`config.mk`:
```
export PLATFORM = sky130hd
export DESIGN_NAME = dmem_port_arbiter
export DESIGN_NICKNAME = d
export VERILOG_FILES = /design/src/rtl/dmem_port_arbiter_pkg.sv /design/src/rtl/dmem_port_arbiter_rr_arbiter2.sv /design/src/rtl/dmem_port_arbiter.sv
export SDC_FILE = /design/constraint.sdc
export NUM_CORES = 1
export LEC_CHECK = 0
export ABC_AREA = 1
export BUFFER_PORTS_ARGS = -buffer_cell sky130_fd_sc_hd__buf_2
export CAP_MARGIN = 10
export CORE_AREA = 8 8 113 115
export CTS_CLUSTER_SIZE = 14
export DETAILED_ROUTE_END_ITERATION = 8
export DIE_AREA = 0 0 121 123
export PLACE_DENSITY = 0.74
export SLEW_MARGIN = 20
export SYNTH_ARGS = -nofsm -noshare
export SYNTH_HDL_FRONTEND = slang
export SYNTH_SLANG_ARGS = --single-unit
```
`constraint.sdc`:
```
create_clock -name clock -period 1.8 [get_ports clock]
set_clock_uncertainty 0.15 [all_clocks]
set_input_delay 0.09 -clock clock [delete_from_list [all_inputs] [get_ports clock]]
set_output_delay 0.09 -clock clock [all_outputs]
set_load 0.01 [all_outputs]
```
`src/rtl/dmem_port_arbiter_pkg.sv`:
```
// Shared types and constants for the two-port data-memory arbiter.
// Optional lock feature is enabled by defining DMARB_LOCK_EN.
package dmem_port_arbiter_pkg;

    typedef logic [31:0] vec32_t;

    // Port indices: CPU load/store stage and debug/DMA loader.
    localparam int PORT_CPU    = 0;
    localparam int PORT_LOADER = 1;

    // Grant-lock tracking states (used only when DMARB_LOCK_EN is defined).
    typedef enum logic [1:0] {
        LOCK_UNLOCKED = 2'd0,
        LOCK_LOCKED0  = 2'd1,
        LOCK_LOCKED1  = 2'd2
    } lock_state_e;

    // Word accesses only: any set low address bit is a misaligned access.
    function automatic logic is_aligned(input logic [1:0] low_bits);
        return (low_bits == 2'b00);
    endfunction

endpackage

```
`src/rtl/dmem_port_arbiter_rr_arbiter2.sv`:
```
// Combinational two-way round-robin grant generator.
// Produces a one-hot (or empty) grant from the request valids and the port
// that won last. With DMARB_LOCK_EN a held lock narrows the grant to the
// lock owner until the hold limit forces a release.
module dmem_port_arbiter_rr_arbiter2
    import dmem_port_arbiter_pkg::*;
(
    input  logic [1:0]  i_valid,
    input  logic        i_last_grant,
`ifdef DMARB_LOCK_EN
    input  lock_state_e i_lock_state,
    input  logic        i_force_release,
`endif
    output logic [1:0]  o_grant
);

    // Round-robin pick, then restrict to the lock owner while a lock is held
    always_comb begin
        o_grant = i_valid;
        if (i_valid == 2'b11) begin
            // The port that did not win last time gets the grant.
            o_grant = i_last_grant ? 2'b01 : 2'b10;
        end
`ifdef DMARB_LOCK_EN
        if (!i_force_release) begin
            case (i_lock_state)
                LOCK_LOCKED0: o_grant = {1'b0, i_valid[PORT_CPU]};
                LOCK_LOCKED1: o_grant = {i_valid[PORT_LOADER], 1'b0};
                default:      ;
            endcase
        end
`endif
    end

endmodule

```
`src/rtl/dmem_port_arbiter.sv`:
```
// Two-requester arbiter in front of the single-port data memory.
// Port 0 is the CPU load/store stage, port 1 the debug/DMA loader. One
// access per cycle, round-robin grant, registered one-cycle response.
// Misaligned accesses are accepted, never write memory, read back 0 and
// flag an error. Defining DMARB_LOCK_EN adds grant locking with a hold
// limit of MAX_LOCK_CYCLES.
module dmem_port_arbiter
    import dmem_port_arbiter_pkg::*;
#(
    parameter int ADDR_WIDTH      = 32,
    parameter int DATA_WIDTH      = 32,
    parameter int MAX_LOCK_CYCLES = 16
) (
    input  logic                  clock,
    input  logic                  reset,

    input  logic                  req0Valid,
    input  logic                  req0Write,
    input  logic [ADDR_WIDTH-1:0] req0Address,
    input  logic [DATA_WIDTH-1:0] req0WData,
    input  logic                  req0Lock,
    output logic                  req0Ready,
    output logic                  resp0Valid,
    output logic [DATA_WIDTH-1:0] resp0RData,
    output logic                  resp0Err,

    input  logic                  req1Valid,
    input  logic                  req1Write,
    input  logic [ADDR_WIDTH-1:0] req1Address,
    input  logic [DATA_WIDTH-1:0] req1WData,
    input  logic                  req1Lock,
    output logic                  req1Ready,
    output logic                  resp1Valid,
    output logic [DATA_WIDTH-1:0] resp1RData,
    output logic                  resp1Err,

    output logic [ADDR_WIDTH-1:0] dmAddress,
    output logic                  dmWriteEnabled,
    output logic [DATA_WIDTH-1:0] dmWriteInput,
    input  logic [DATA_WIDTH-1:0] dmReadResult
);

    logic [1:0]            w_valid;
    logic [1:0]            w_grant;
    logic                  w_xfer;
    logic                  w_gport;
    logic [ADDR_WIDTH-1:0] w_addr;
    logic [DATA_WIDTH-1:0] w_wdata;
    logic                  w_write;
    logic                  w_aligned;

    logic                  r_last_grant;
    logic [1:0]            r_resp_valid;
    logic [1:0]            r_resp_err;
    logic [DATA_WIDTH-1:0] r_resp_rdata0;
    logic [DATA_WIDTH-1:0] r_resp_rdata1;

    assign w_valid = {req1Valid, req0Valid};

`ifdef DMARB_LOCK_EN
    localparam int                CNT_W   = $clog2(MAX_LOCK_CYCLES + 1);
    localparam logic [CNT_W-1:0]  CNT_MAX = CNT_W'(MAX_LOCK_CYCLES);

    lock_state_e      r_lock_state;
    logic [CNT_W-1:0] r_lock_cnt;
    logic             w_force_release;
    logic             w_lock;

    assign w_lock          = w_gport ? req1Lock : req0Lock;
    // Once the owner has held the grant for the limit, this cycle arbitrates
    // as if unlocked; lastGrant equals the owner so the other port wins.
    assign w_force_release = (r_lock_state != LOCK_UNLOCKED) && (r_lock_cnt == CNT_MAX);

    dmem_port_arbiter_rr_arbiter2 u_arb (
        .i_valid         (w_valid),
        .i_last_grant    (r_last_grant),
        .i_lock_state    (r_lock_state),
        .i_force_release (w_force_release),
        .o_grant         (w_grant)
    );

    // Lock FSM: enter on a locked transfer, leave on unlock, idle owner or hold limit
    always_ff @(posedge clock or negedge reset) begin
        if (!reset) begin
            r_lock_state <= LOCK_UNLOCKED;
            r_lock_cnt   <= '0;
        end else if ((r_lock_state == LOCK_UNLOCKED) || w_force_release) begin
            if (w_xfer && w_lock) begin
                r_lock_state <= w_gport ? LOCK_LOCKED1 : LOCK_LOCKED0;
                r_lock_cnt   <= CNT_W'(1);
            end else begin
                r_lock_state <= LOCK_UNLOCKED;
                r_lock_cnt   <= '0;
            end
        end else if (w_xfer && w_lock) begin
            // Only the owner can be granted here, so this is the owner holding on.
            r_lock_cnt <= r_lock_cnt + CNT_W'(1);
        end else begin
            r_lock_state <= LOCK_UNLOCKED;
            r_lock_cnt   <= '0;
        end
    end
`else
    // Lock inputs and the hold limit have no effect in this build.
    logic w_unused_cfg;
    assign w_unused_cfg = ^{req0Lock, req1Lock, MAX_LOCK_CYCLES};

    dmem_port_arbiter_rr_arbiter2 u_arb (
        .i_valid      (w_valid),
        .i_last_grant (r_last_grant),
        .o_grant      (w_grant)
    );
`endif

    assign w_xfer    = |w_grant;
    assign w_gport   = w_grant[PORT_LOADER];
    assign w_addr    = w_gport ? req1Address : req0Address;
    assign w_wdata   = w_gport ? req1WData   : req0WData;
    assign w_write   = w_gport ? req1Write   : req0Write;
    assign w_aligned = is_aligned(w_addr[1:0]);

    assign req0Ready = w_grant[PORT_CPU];
    assign req1Ready = w_grant[PORT_LOADER];

    // Memory sees the granted request; writes are blocked while in reset.
    assign dmAddress      = w_xfer ? w_addr  : '0;
    assign dmWriteInput   = w_xfer ? w_wdata : '0;
    assign dmWriteEnabled = w_xfer && w_write && w_aligned && reset;

    // Remember the most recent winner; idle cycles leave it untouched
    always_ff @(posedge clock or negedge reset) begin
        if (!reset) begin
            r_last_grant <= 1'b1;
        end else if (w_xfer) begin
            r_last_grant <= w_gport;
        end
    end

    // Capture the one-cycle response of the access accepted this cycle
    always_ff @(posedge clock or negedge reset) begin
        if (!reset) begin
            r_resp_valid  <= 2'b00;
            r_resp_err    <= 2'b00;
            r_resp_rdata0 <= '0;
            r_resp_rdata1 <= '0;
        end else begin
            r_resp_valid  <= w_grant;
            r_resp_err    <= w_grant & {2{~w_aligned}};
            r_resp_rdata0 <= (w_grant[PORT_CPU]    && !w_write && w_aligned) ? dmReadResult : '0;
            r_resp_rdata1 <= (w_grant[PORT_LOADER] && !w_write && w_aligned) ? dmReadResult : '0;
        end
    end

    assign resp0Valid = r_resp_valid[PORT_CPU];
    assign resp1Valid = r_resp_valid[PORT_LOADER];
    assign resp0Err   = r_resp_err[PORT_CPU];
    assign resp1Err   = r_resp_err[PORT_LOADER];
    assign resp0RData = r_resp_rdata0;
    assign resp1RData = r_resp_rdata1;

endmodule

```
Yosys cells after proc, flatten, opt, wreduce, memory -nomap -nowiden
Index checks and enable logic that the tools add are counted.

operators by class
  eq/ne operators = 1
  muxes and demuxes = 9
  bitwise operators = 2
  reduce and logical (&&, ||, !) cells = 10

operators by type and width
  operator                              number
  two-way mux 32 bit                    6
  logical AND 1 bit                     7
  two-way mux 2 bit                     2
  AND 2 bit                             1
  == test 2 bit, second input constant  1
  zero test 2 bit                       1
  OR reduction 2 bit                    1
  zero test 1 bit                       1
  two-way mux 1 bit                     1
  inverter 1 bit                        1

word-level totals
  register bits = 69
  output and inout port bits = 135
  word-level logic and storage cells = 27

Depth between registers and ports, before layout
Gate-level depths: netlist of run 1.

  word-level depth = 7
  depth in mapped cells = 8

Cells and area by module
Synthesis of run 1 repeated with hierarchy kept, for this count alone.

second synthesis, totals
  cells, all modules = 415
  area total of the unflattened synthesis = 3413.3 um2

modules (own cells, without submodules)
  module                         instances  cells each  area each (um2)  sequential area each (um2)
  dmem_port_arbiter              1          410         3392.0           1727.9
  dmem_port_arbiter_rr_arbiter2  1          5           21.3             0.0

Worst setup path before layout of run 1
OpenSTA, ideal clock, no wires.

  path type = register -> register
  start point = reg r_last_grant
  end point = reg r_resp_rdata0[10] (netlist: resp0RData[10])
  arrival time = 1.296 ns
  required time = 1.579 ns
  path slack = 0.283 ns
  stages on the path, launching flop included = 8
  path buffers = 1
  path through = dfstp_2 -> nand2_2 -> nand3_1 -> nand2_1 -> nor2_4 -> nand2_4 -> buf_6 -> nor2_1

on the way
  cells in the longest elaborated chain, start to end = 7
  elaborated cells between the ends (all ways) = 9
  classes of those cells = mux: 5; reduce/logical: 4

ends and longest elaborated chain
  item                    RTL line                             RTL
  start, declared         dmem_port_arbiter.sv:52              logic r_last_grant;
  start signal, assigned  dmem_port_arbiter.sv:135             r_last_grant <= w_gport;
  two-way mux 2 bit *     dmem_port_arbiter_rr_arbiter2.sv:22  o_grant = i_last_grant ? 2'b01 : 2'b10;
  two-way mux 2 bit *     dmem_port_arbiter_rr_arbiter2.sv:20  if (i_valid == 2'b11) begin
  two-way mux 1 bit       dmem_port_arbiter.sv:119             assign w_write = w_gport ? req1Write : req0Write;
  zero test 1 bit         dmem_port_arbiter.sv:149             r_resp_rdata0 <= (w_grant[PORT_CPU] && !w_write && w_aligned) ? dmReadResult : '0;
  logical AND 1 bit       dmem_port_arbiter.sv:149
  logical AND 1 bit *     dmem_port_arbiter.sv:149
  two-way mux 32 bit *    dmem_port_arbiter.sv:149
  end signal, assigned    dmem_port_arbiter.sv:149
  end, declared           dmem_port_arbiter.sv:55              logic [DATA_WIDTH-1:0] r_resp_rdata0;

Mark *: on every way between the ends. The rest lies on a longest branch, timed or not.
A chain may end at the register's enable or synchronous reset.

Worst setup path in the final report of run 1
  start point = reg r_last_grant
  end point = out dmWriteInput[15]

on the way
  cells in the longest elaborated chain, start to end = 4
  elaborated cells between the ends (all ways) = 5
  classes of those cells = mux: 4; reduce/logical: 1

ends and longest elaborated chain
  item                                                             RTL line                                            RTL
  two-way mux 2 bit *                                              dmem_port_arbiter_rr_arbiter2.sv:22
  two-way mux 2 bit *                                              dmem_port_arbiter_rr_arbiter2.sv:20
  two-way mux 32 bit / OR reduction 2 bit (equally long branches)  dmem_port_arbiter.sv:118, dmem_port_arbiter.sv:115
  two-way mux 32 bit *                                             dmem_port_arbiter.sv:127                            assign dmWriteInput = w_xfer ? w_wdata : '0;
  end, declared                                                    dmem_port_arbiter.sv:39                             output logic [DATA_WIDTH-1:0] dmWriteInput,

Marked as above.

==> flow_summary.yaml, run 1 <==
grt:
  grt_usage: 0.190
  grt_pass1_wl_um: 21900
  grtUsageMet3: 0.0799
  grt_max_degree: 48
  met1_usage: 0.216
  use_met2: 0.321
  globalRoute.busiestLayer: "met2"
  grt_overflow: 0
  grt_pass1_vias: 4127
  antenna_found_initial: 4
detailed_routing:
  ant_nets: 0
  via_count: 4177
  avgRoutedWirePerCell_um: 16.9
  drt-total-wl_um: 16000
  viasPerCell: 4.42
  drc: 0
  dr.first_iter.drc_count: 367
  firstDrtPassIters: 6
floorplan:
  core_um2: 11100
  dieArea_um2: 14900
  num_rows: 39
  die_h_um: 123
  pin_count: 303
  die_x_um: 121
  initial_utilization: 0.298
sta:
  report.final.slew_viol_count: 0
  min_period_over_period: 1.06
  rsz0062_at_grt: "true"
  min_period_ns: 1.90
  slew_headroom: 0.606
  max_freq_ghz: 0.525
  tightest_slew_ns: 0.591
  fin_ws_ns: -0.104
  finalSetupViolCount: 64
  hold_viol: 0
run_status:
  status: "finished with violations"
  violations: "negative setup slack"
setup_path:
  crit_chain: "nand2_4 > nand2_8 > buf_6 > buf_8 > nand3_2 > nand2_2 > buf_6"
  startpoint_type: "flip-flop"
  crit_top_cell: "buf_6"
  crit_path_max_incr_delay_ns: 0.56
  worst-path-buf-inv: 3
  critical_path_class: "reg2out"
  required_ns: 1.56
  cp_max_fo: 7
  cp-end-kind: "output pin"
  crit_family: "flip-flops"
  critical_path_arrival_ns: 1.66
  slowest_stage: "dfstp_2"
placement:
  dp_hpwl_um: 11100
  routabilityCongestion: 0.802
  port_buffers: 300
power_and_ir_drop:
  powerDensity_nw_per_um2: 723
  p_leak_nw: 3.96
  irDropWorstVdd_uv: 592
  p_total_mw: 4.54
final_layout:
  fillers: 978
  final_nets: 961
  fin_util: 0.567
  drive_above_1_share: 0.506
  syn_to_final_growth_pct: 90.2
synth:
  synth_top_cell_by_area: "dfrtp_1"
  yosysUniqueCellTypes: 18
  ys_seq_area_frac: 0.523
  synthTopCellsByCount: "nand2_1 (133), inv_1 (69), nor2_1 (69), dfrtp_1 (68), nand3_1 (33)"
  ys.warnings.count: 0
  syn_avg_cell_area_um2: 7.51
  synth_ff_type: "dfrtp_1"
  synth_top_area_frac: 0.515
  async_flop_share: 1.00
  ys_seq_elements: 69
  synth_most_common_cell: "nand2_1"
  synthTopCellsByArea: "dfrtp_1 (51%), nand2_1 (15%), inv_1 (7.8%)"
  synth_edf_count: 0
  synth_area_um2: 3300
  syn_inst: 440
  syn_nets: 608
clock_tree:
  cts_root_buf: "clkbuf_16"
  cts_buffers: 9
  clk_latency_ns: 0.32
  htree_levels: 3
  clkTransAtPathRegs_ns: 0.05
  clockBufferDepth: 2
  cts_tree: "built"
  cts.sinks: 69
job:
  maxCapViolCount: 0
min_path:
  hold_path.class: "in2reg"
worst min-delay path: stages:
cell     delay [ns]
buf_2          0.12
nor2_4         0.07
nand2_8        0.13
nor2_1         0.05
final timing paths:
kind | from | end | slack (ns) | depth (start not counted)
setup / recovery | r_last_grant | dmWriteInput[15] | -0.10 | 7
hold / removal | req1Write | resp1RData[26] | 0.04 | 4
setup reg to reg | r_last_grant | resp0RData[10] | 0.07 | 7
hold reg to reg | r_last_grant | r_last_grant | 0.57 | 4
max in group asynchronous | reset | resp0RData[18] | 0.74 | 3
min in group asynchronous | reset | resp0RData[10] | 0.23 | 3
registers in the layout (all words and copies together), names as in the netlist:
register      count
r_last_grant      1
r_resp_err        2
r_resp_valid      2
resp0RData       32
resp1RData       32
per-layer routing:
| metal | up-vias | wire length [um] |
|---|---|---|
| li1 | 2026 | - |
| met1 | 1904 | 5750 |
| met2 | 228 | 8130 |
| met3 | 19 | 1850 |
| met4 | 0 | 267 |
| met5 | - | 0 |
layout make-up:
class	instances	area, um^2	area share
repair buffers	362	2360	0.375
repair inverters	3	26.3	0.00418
clock inverters	3	20.0	0.00319
well taps	143	179	0.0285
clock buffers	13	260	0.0414
diodes	4	10.0	0.00159
inverters	70	275	0.0438
flip-flops and latches	69	1730	0.275
multi-input cells	278	1430	0.227
report_power, final:
part | internal (mW) | switching, mW | leakage (nW)
Combinational | 0.625 | 0.697 | 2.88
Clock | 1.00 | 0.597 | 0.132
Sequential | 1.60 | 0.0157 | 0.947
Total | 3.23 | 1.31 | 3.96
cell families (layout without fill, tap and decap cells):
group	after synthesis	after routing	share of synthesized area
compound gates	36	36	0.0579
buf+inv	95	451	0.124
flops	69	69	0.523
other cells	0	4	0
simple gates	240	242	0.295
through the flow:
step                      hold slack [ns]  instances  setup TNS, ns  setup slack (ns)  instance area [um^2]
final                              0.0379        945          -3.34            -0.104                  6280
after detailed placement           0.0427        872              0            0.0676                  4950
after floorplan                    -0.356        440              0             0.283                  3300
after global routing               0.0604        942          -8.53            -0.201                  6280
after CTS                          0.0897        930          -2.42           -0.0881                  5850
after global placement             0.0432        872              0            0.0772                  4950
cell usage in the layout, fill, tap and decap left out, types with 3 or more instances in the layout:
master,netlist,final
buf_8,0,3
clkbuf_16,0,12
inv_6,0,3
buf_12,0,5
nor2_1,69,66
buf_6,6,30
diode_2,0,4
buf_4,1,11
o21ai_2,0,10
inv_1,69,68
buf_2,4,277
dlygate4sd3_1,0,33
nand3_2,0,17
nand2_1,133,118
dfrtp_1,68,68
nand2_8,0,3
nand2_2,1,13
nand2_4,3,5
nand3_1,33,14
o21ai_1,6,23
what timing repair did:
item	4_1_cts	5_1_grt
pin swaps	16	23
resized for setup	65	65
endpoints found under the setup margin	66	77
endpoints found under the hold margin	132	0
cloned	2	7
hold buffers	33	0
setup buffers	7	4
(Power assumes the default switching activity.)
==> run 2, diff against run 1 <==
Settings changed: CORE_AREA 8 8 113 115 to 8 8 110 112, DIE_AREA 0 0 121 123 to 0 0 118 120, PLACE_DENSITY 0.74 to 0.78, SYNTH_HIERARCHICAL from default to 1.
==> flow_summary.yaml, run 2 <==
run_status:
  status: "finished with violations"
  violations: "negative setup slack"
synth:
  synth-compound-area-share: 0.0455
  syn_avg_cell_area_um2: 8.22
  synth-xor-area-share: 0
  synth_top_area_frac: 0.499
  synth_top_cell_by_area: "dfrtp_1"
  ys_seq_elements: 69
  synth_edf_count: 0
  ys_seq_area_frac: 0.506
  synth_area_um2: 3410
  syn_nets: 583
  synthAdderAreaFrac: 0
  yosysUniqueCellTypes: 19
  synth_most_common_cell: "nor2_1"
  muxShareOfSynthArea: 0
  syn_inst: 415
  synth_ff_type: "dfrtp_1"
  synth_top_family_by_area: "simple AND/OR/NAND/NOR gates"
  synthTopCellsByArea: "dfrtp_1 (50%), nor2_1 (11%), nor3_2 (8.8%)"
  synthTopCellsByCount: "nor2_1 (99), nand2_1 (73), dfrtp_1 (68), inv_1 (39), nand3_1 (33)"
  async_flop_share: 1.00
  synth-simple-area-share: 0.349
  ys.warnings.count: 6
setup_path:
  cp-end-kind: "output pin"
  r2r_start: "r_last_grant"
  startpoint_type: "flip-flop"
  cp_max_fo: 32
  crit_chain: "nand3_2 > nand2_4 > buf_12 > a21oi_1 > nor2_1 > buf_2"
  worstReg2RegEnd: "resp0RData[17]"
  reg2reg_depth: 7
  critical_path_arrival_ns: 1.74
  r2r_setup_slack_ns: 0.10
  slowest_stage: "dfstp_2"
  required_ns: 1.56
  crit_path_max_incr_delay_ns: 0.58
  critical_path_class: "reg2out"
job:
  maxCapViolCount: 0
grt:
  antenna_found_initial: 5
  use_met2: 0.365
  globalRoute.busiestLayer: "met2"
  met1_usage: 0.238
  grt_overflow: 0
  grt_max_degree: 70
  grtUsageMet3: 0.0761
  grt_usage: 0.213
  grt_pass1_wl_um: 23700
  grt_pass1_vias: 4295
sta:
  min_period_over_period: 1.10
  finalSetupViolCount: 63
  fin_ws_ns: -0.175
  rsz0062_at_grt: "true"
  min_period_ns: 1.98
  max_freq_ghz: 0.506
  tightest_slew_ns: 0.355
  hold_viol: 0
  timing.hold.ws_ns: 0.0969
  report.final.slew_viol_count: 0
  slew_headroom: 0.764
placement:
  dp_hpwl_um: 11200
  preCtsSetupSlack_ns: 0.107
  port_buffers: 300
  routabilityCongestion: 0.827
  placed_cell_area_um2: 5120
detailed_routing:
  avgRoutedWirePerCell_um: 17.4
  firstDrtPassIters: 4
  dr.first_iter.drc_count: 263
  viasPerCell: 4.60
  drt-total-wl_um: 15600
  via_count: 4132
  drc: 0
  ant_nets: 0
clock_tree:
  clockBufferDepth: 2
  htree_levels: 3
  cts.sinks: 69
  cts_buffers: 9
  cts_tree: "built"
  clkTransAtPathRegs_ns: 0.07
  clk_latency_ns: 0.34
  cts_root_buf: "clkbuf_8"
min_path:
  hold_path.class: "in2reg"
  min_to: "r_resp_valid[0]"
  worstHoldStart: "req1Valid"
  hold_depth: 4
floorplan:
  die_x_um: 118
  dieArea_um2: 14200
  num_rows: 38
  pin_count: 303
  core_um2: 10500
  initial_utilization: 0.325
  die_h_um: 120
final_layout:
  syn_to_final_growth_pct: 74.3
  fin_util: 0.566
  stdcell_area_um2: 5950
  fillers: 914
  final_nets: 917
  layout_commonest_cell: "buf_2"
  final_cell_mix: "buf_2 (291), nor2_1 (95), nand2_1 (70)"
  drive_above_1_share: 0.507
power_and_ir_drop:
  powerDensity_nw_per_um2: 703
  irDropWorstVdd_uv: 505
  p_total_mw: 4.18
  p_leak_nw: 3.56
-- run 2: cell families after synthesis --
kind of cell | Yosys count
AO/OA/AOI/OAI | 31
buffers and inverters | 70
flip-flops | 69
AND/OR/NAND/NOR | 245
-- run 2: where the power goes --
group	total, mW	switching, mW	internal (mW)
sequential	1.61	0.0152	1.59
combinational	1.30	0.710	0.591
clock	1.28	0.559	0.717
total	4.18	1.28	2.90
-- run 2: cell type report --
type | instances | area, um^2 | share of cell area
Timing Repair Buffer | 353 | 2270 | 0.381
Sequential cell | 69 | 1730 | 0.290
Multi-Input combinational cell | 276 | 1410 | 0.237
Tap cell | 140 | 175 | 0.0294
Clock buffer | 13 | 159 | 0.0267
Inverter | 40 | 155 | 0.0261
Clock inverter | 3 | 43.8 | 0.00736
Antenna cell | 5 | 12.5 | 0.00210
-- run 2: worst max path at each step --
stage               slack [ns]         start            end  depth (start not counted)
floorplan                 0.04  r_last_grant  dmAddress[12]                          5
global placement          0.11  r_last_grant  dmAddress[21]                          6
detailed placement        0.11  r_last_grant  dmAddress[21]                          6
CTS                      -0.19  r_last_grant  dmAddress[21]                          6
global route             -0.22  r_last_grant  dmAddress[21]                          6
finish                   -0.18  r_last_grant  dmAddress[21]                          6
-- run 2: metal layers --
layer	vias up	share of wire
met3	16	0.10
met1	1931	0.38
li1	1959	-
met4	0	0.021
met2	226	0.50
met5	-	0
-- run 2: worst max-delay path: cells and delay by family, from the launching register on --
family | cells | cell delay [ns]
flops | 1 | 0.58
simple gates | 3 | 0.35
buf+inv | 2 | 0.34
compound gates | 1 | 0.08
-- run 2: repair_timing --
action	in CTS	in global routing
hold endpoints to repair	135	0
hold buffers	35	0
gates cloned	4	1
pin swaps	1	0
gates resized for setup	18	16
setup buffers	2	0
setup endpoints to repair	66	67
-- run 2: through the flow --
stage,cells,setup TNS [ns]
after global placement,837,0
after detailed placement,837,0
after CTS,894,-9.85
final,899,-6.01
after floorplan,415,0
after global routing,899,-10.32
==> run 3, diff against run 2 <==
Settings changed: SETUP_SLACK_MARGIN from default to 0.2.
==> flow_summary.yaml, run 3 (synthesis gave the netlist of run 2 again) <==
setup_path:
  cp-end-kind: "output pin"
  r2r_setup_slack_ns: -0.14
  cp_max_fo: 8
  startpoint_type: "flip-flop"
  critical_path_class: "reg2out"
  critical_path_arrival_ns: 1.77
  required_ns: 1.56
final_layout:
  drive_above_1_share: 0.665
  final_nets: 959
  post_layout_nonfiller_instances: 941
  syn_to_final_growth_pct: 120
  stdcell_area_um2: 7510
  final_cell_mix: "buf_2 (283), dfrtp_1 (68), nand2_1 (58)"
  layout_commonest_cell: "buf_2"
clock_tree:
  cts_root_buf: "clkbuf_8"
  cts_buffers: 9
  htree_levels: 3
  clockBufferDepth: 2
  clk_latency_ns: 0.34
  clkTransAtPathRegs_ns: 0.07
  cts.sinks: 69
  cts_tree: "built"
grt:
  grt_pass1_wl_um: 27200
  grt_usage: 0.246
  grt_max_degree: 70
  grt_overflow: 0
  grt_pass1_vias: 4676
  antenna_found_initial: 5
floorplan:
  dieArea_um2: 14200
  num_rows: 38
  die_x_um: 118
  initial_utilization: 0.325
  die_h_um: 120
  pin_count: 303
  core_um2: 10500
min_path:
  hold_path.class: "in2reg"
job:
  maxCapViolCount: 0
detailed_routing:
  viasPerCell: 4.95
  dr.first_iter.drc_count: 341
  via_count: 4655
  firstDrtPassIters: 5
  avgRoutedWirePerCell_um: 22.2
  drt-total-wl_um: 20900
  drc: 0
  ant_nets: 0
power_and_ir_drop:
  irDropWorstVdd_uv: 471
  p_total_mw: 4.83
  powerDensity_nw_per_um2: 643
  p_leak_nw: 4.11
placement:
  placed_cell_area_um2: 5180
  dp_hpwl_um: 11400
  port_buffers: 300
  place_inst: 843
  routabilityCongestion: 0.835
sta:
  min_period_over_period: 1.12
  max_freq_ghz: 0.498
  fin_ws_ns: -0.208
  min_period_ns: 2.01
  slew_headroom: 0.760
  report.final.slew_viol_count: 0
  finalSetupViolCount: 129
  tightest_slew_ns: 0.360
  tns_ns: -14.92
  hold_viol: 0
  rsz0062_at_grt: "true"
run_status:
  violations: "negative setup slack"
  status: "finished with violations"
==> run 3: cell types whose count changed in the layout (fill, tap and decap cells not counted), moves of 18 or more <==
cell     previous run  this run
nor2_1             95        42
nor3_4              0        25
nand3_1            31        10
nor2_4              1        43
buf_6               9        27
nor3_2             30         7
==> run 3: critical path: stages, from the launching register on <==
cell       delay [ns]
dfstp_2          0.39
a21oi_4          0.23
clkinv_4         0.19
buf_12           0.18
clkbuf_16        0.16
nand3_1          0.08
nand2_1          0.06
buf_2            0.14
==> run 3: final timing paths <==
check	from	endpoint	depth (start not counted)
max in group asynchronous	reset	r_last_grant	3
setup / recovery	r_last_grant	dmWriteInput[3]	7
setup reg to reg	r_last_grant	resp1RData[21]	9
hold / removal	req0Valid	r_resp_valid[1]	4
hold reg to reg	r_last_grant	r_last_grant	2
min in group asynchronous	reset	resp0RData[15]	3
==> run 3: metal layers <==
metal	GRT usage	part of all wire	vias to the layer above
li1	-	-	2069
met1	0.260	0.34	2221
met2	0.426	0.53	307
met3	0.107	0.10	58
met4	0.0969	0.033	0
met5	0	0	-
==> run 3: per-stage QoR <==
stage / utilization / setup slack [ns] / hold WS [ns]
after floorplan: - / 0.198 / -0.356
after global placement: 0.493 / 0.145 / 0.0205
after detailed placement: 0.493 / 0.0872 / 0.0194
after CTS: 0.625 / -0.213 / 0.154
after global routing: 0.715 / -0.283 / 0.175
final: 0.715 / -0.208 / 0.175
==> run 3: area by class of cell <==
class	count	area, um^2
timing repair buffer	395	3060
fill	693	2990
multi-input combinational	276	2170
sequential	69	1730
tap	140	175
inverter	40	160
clock buffer	11	141
clock inverter	5	60.1
antenna	5	12.5
==> run 3: what timing repair did <==
action                                  4_1_cts  5_1_grt
hold buffers                                 33        0
endpoints found under the setup margin      129      133
endpoints found under the hold margin       133        0
gates resized for setup                      87      160
buffers inserted                             17        4
gates cloned                                 15        8
pin swaps                                    21       48
==> run 3: power breakdown <==
group | switching [mW] | internal (mW) | total [mW]
Sequential | 0.0175 | 1.59 | 1.61
Combinational | 1.01 | 0.918 | 1.93
Clock | 0.620 | 0.681 | 1.30
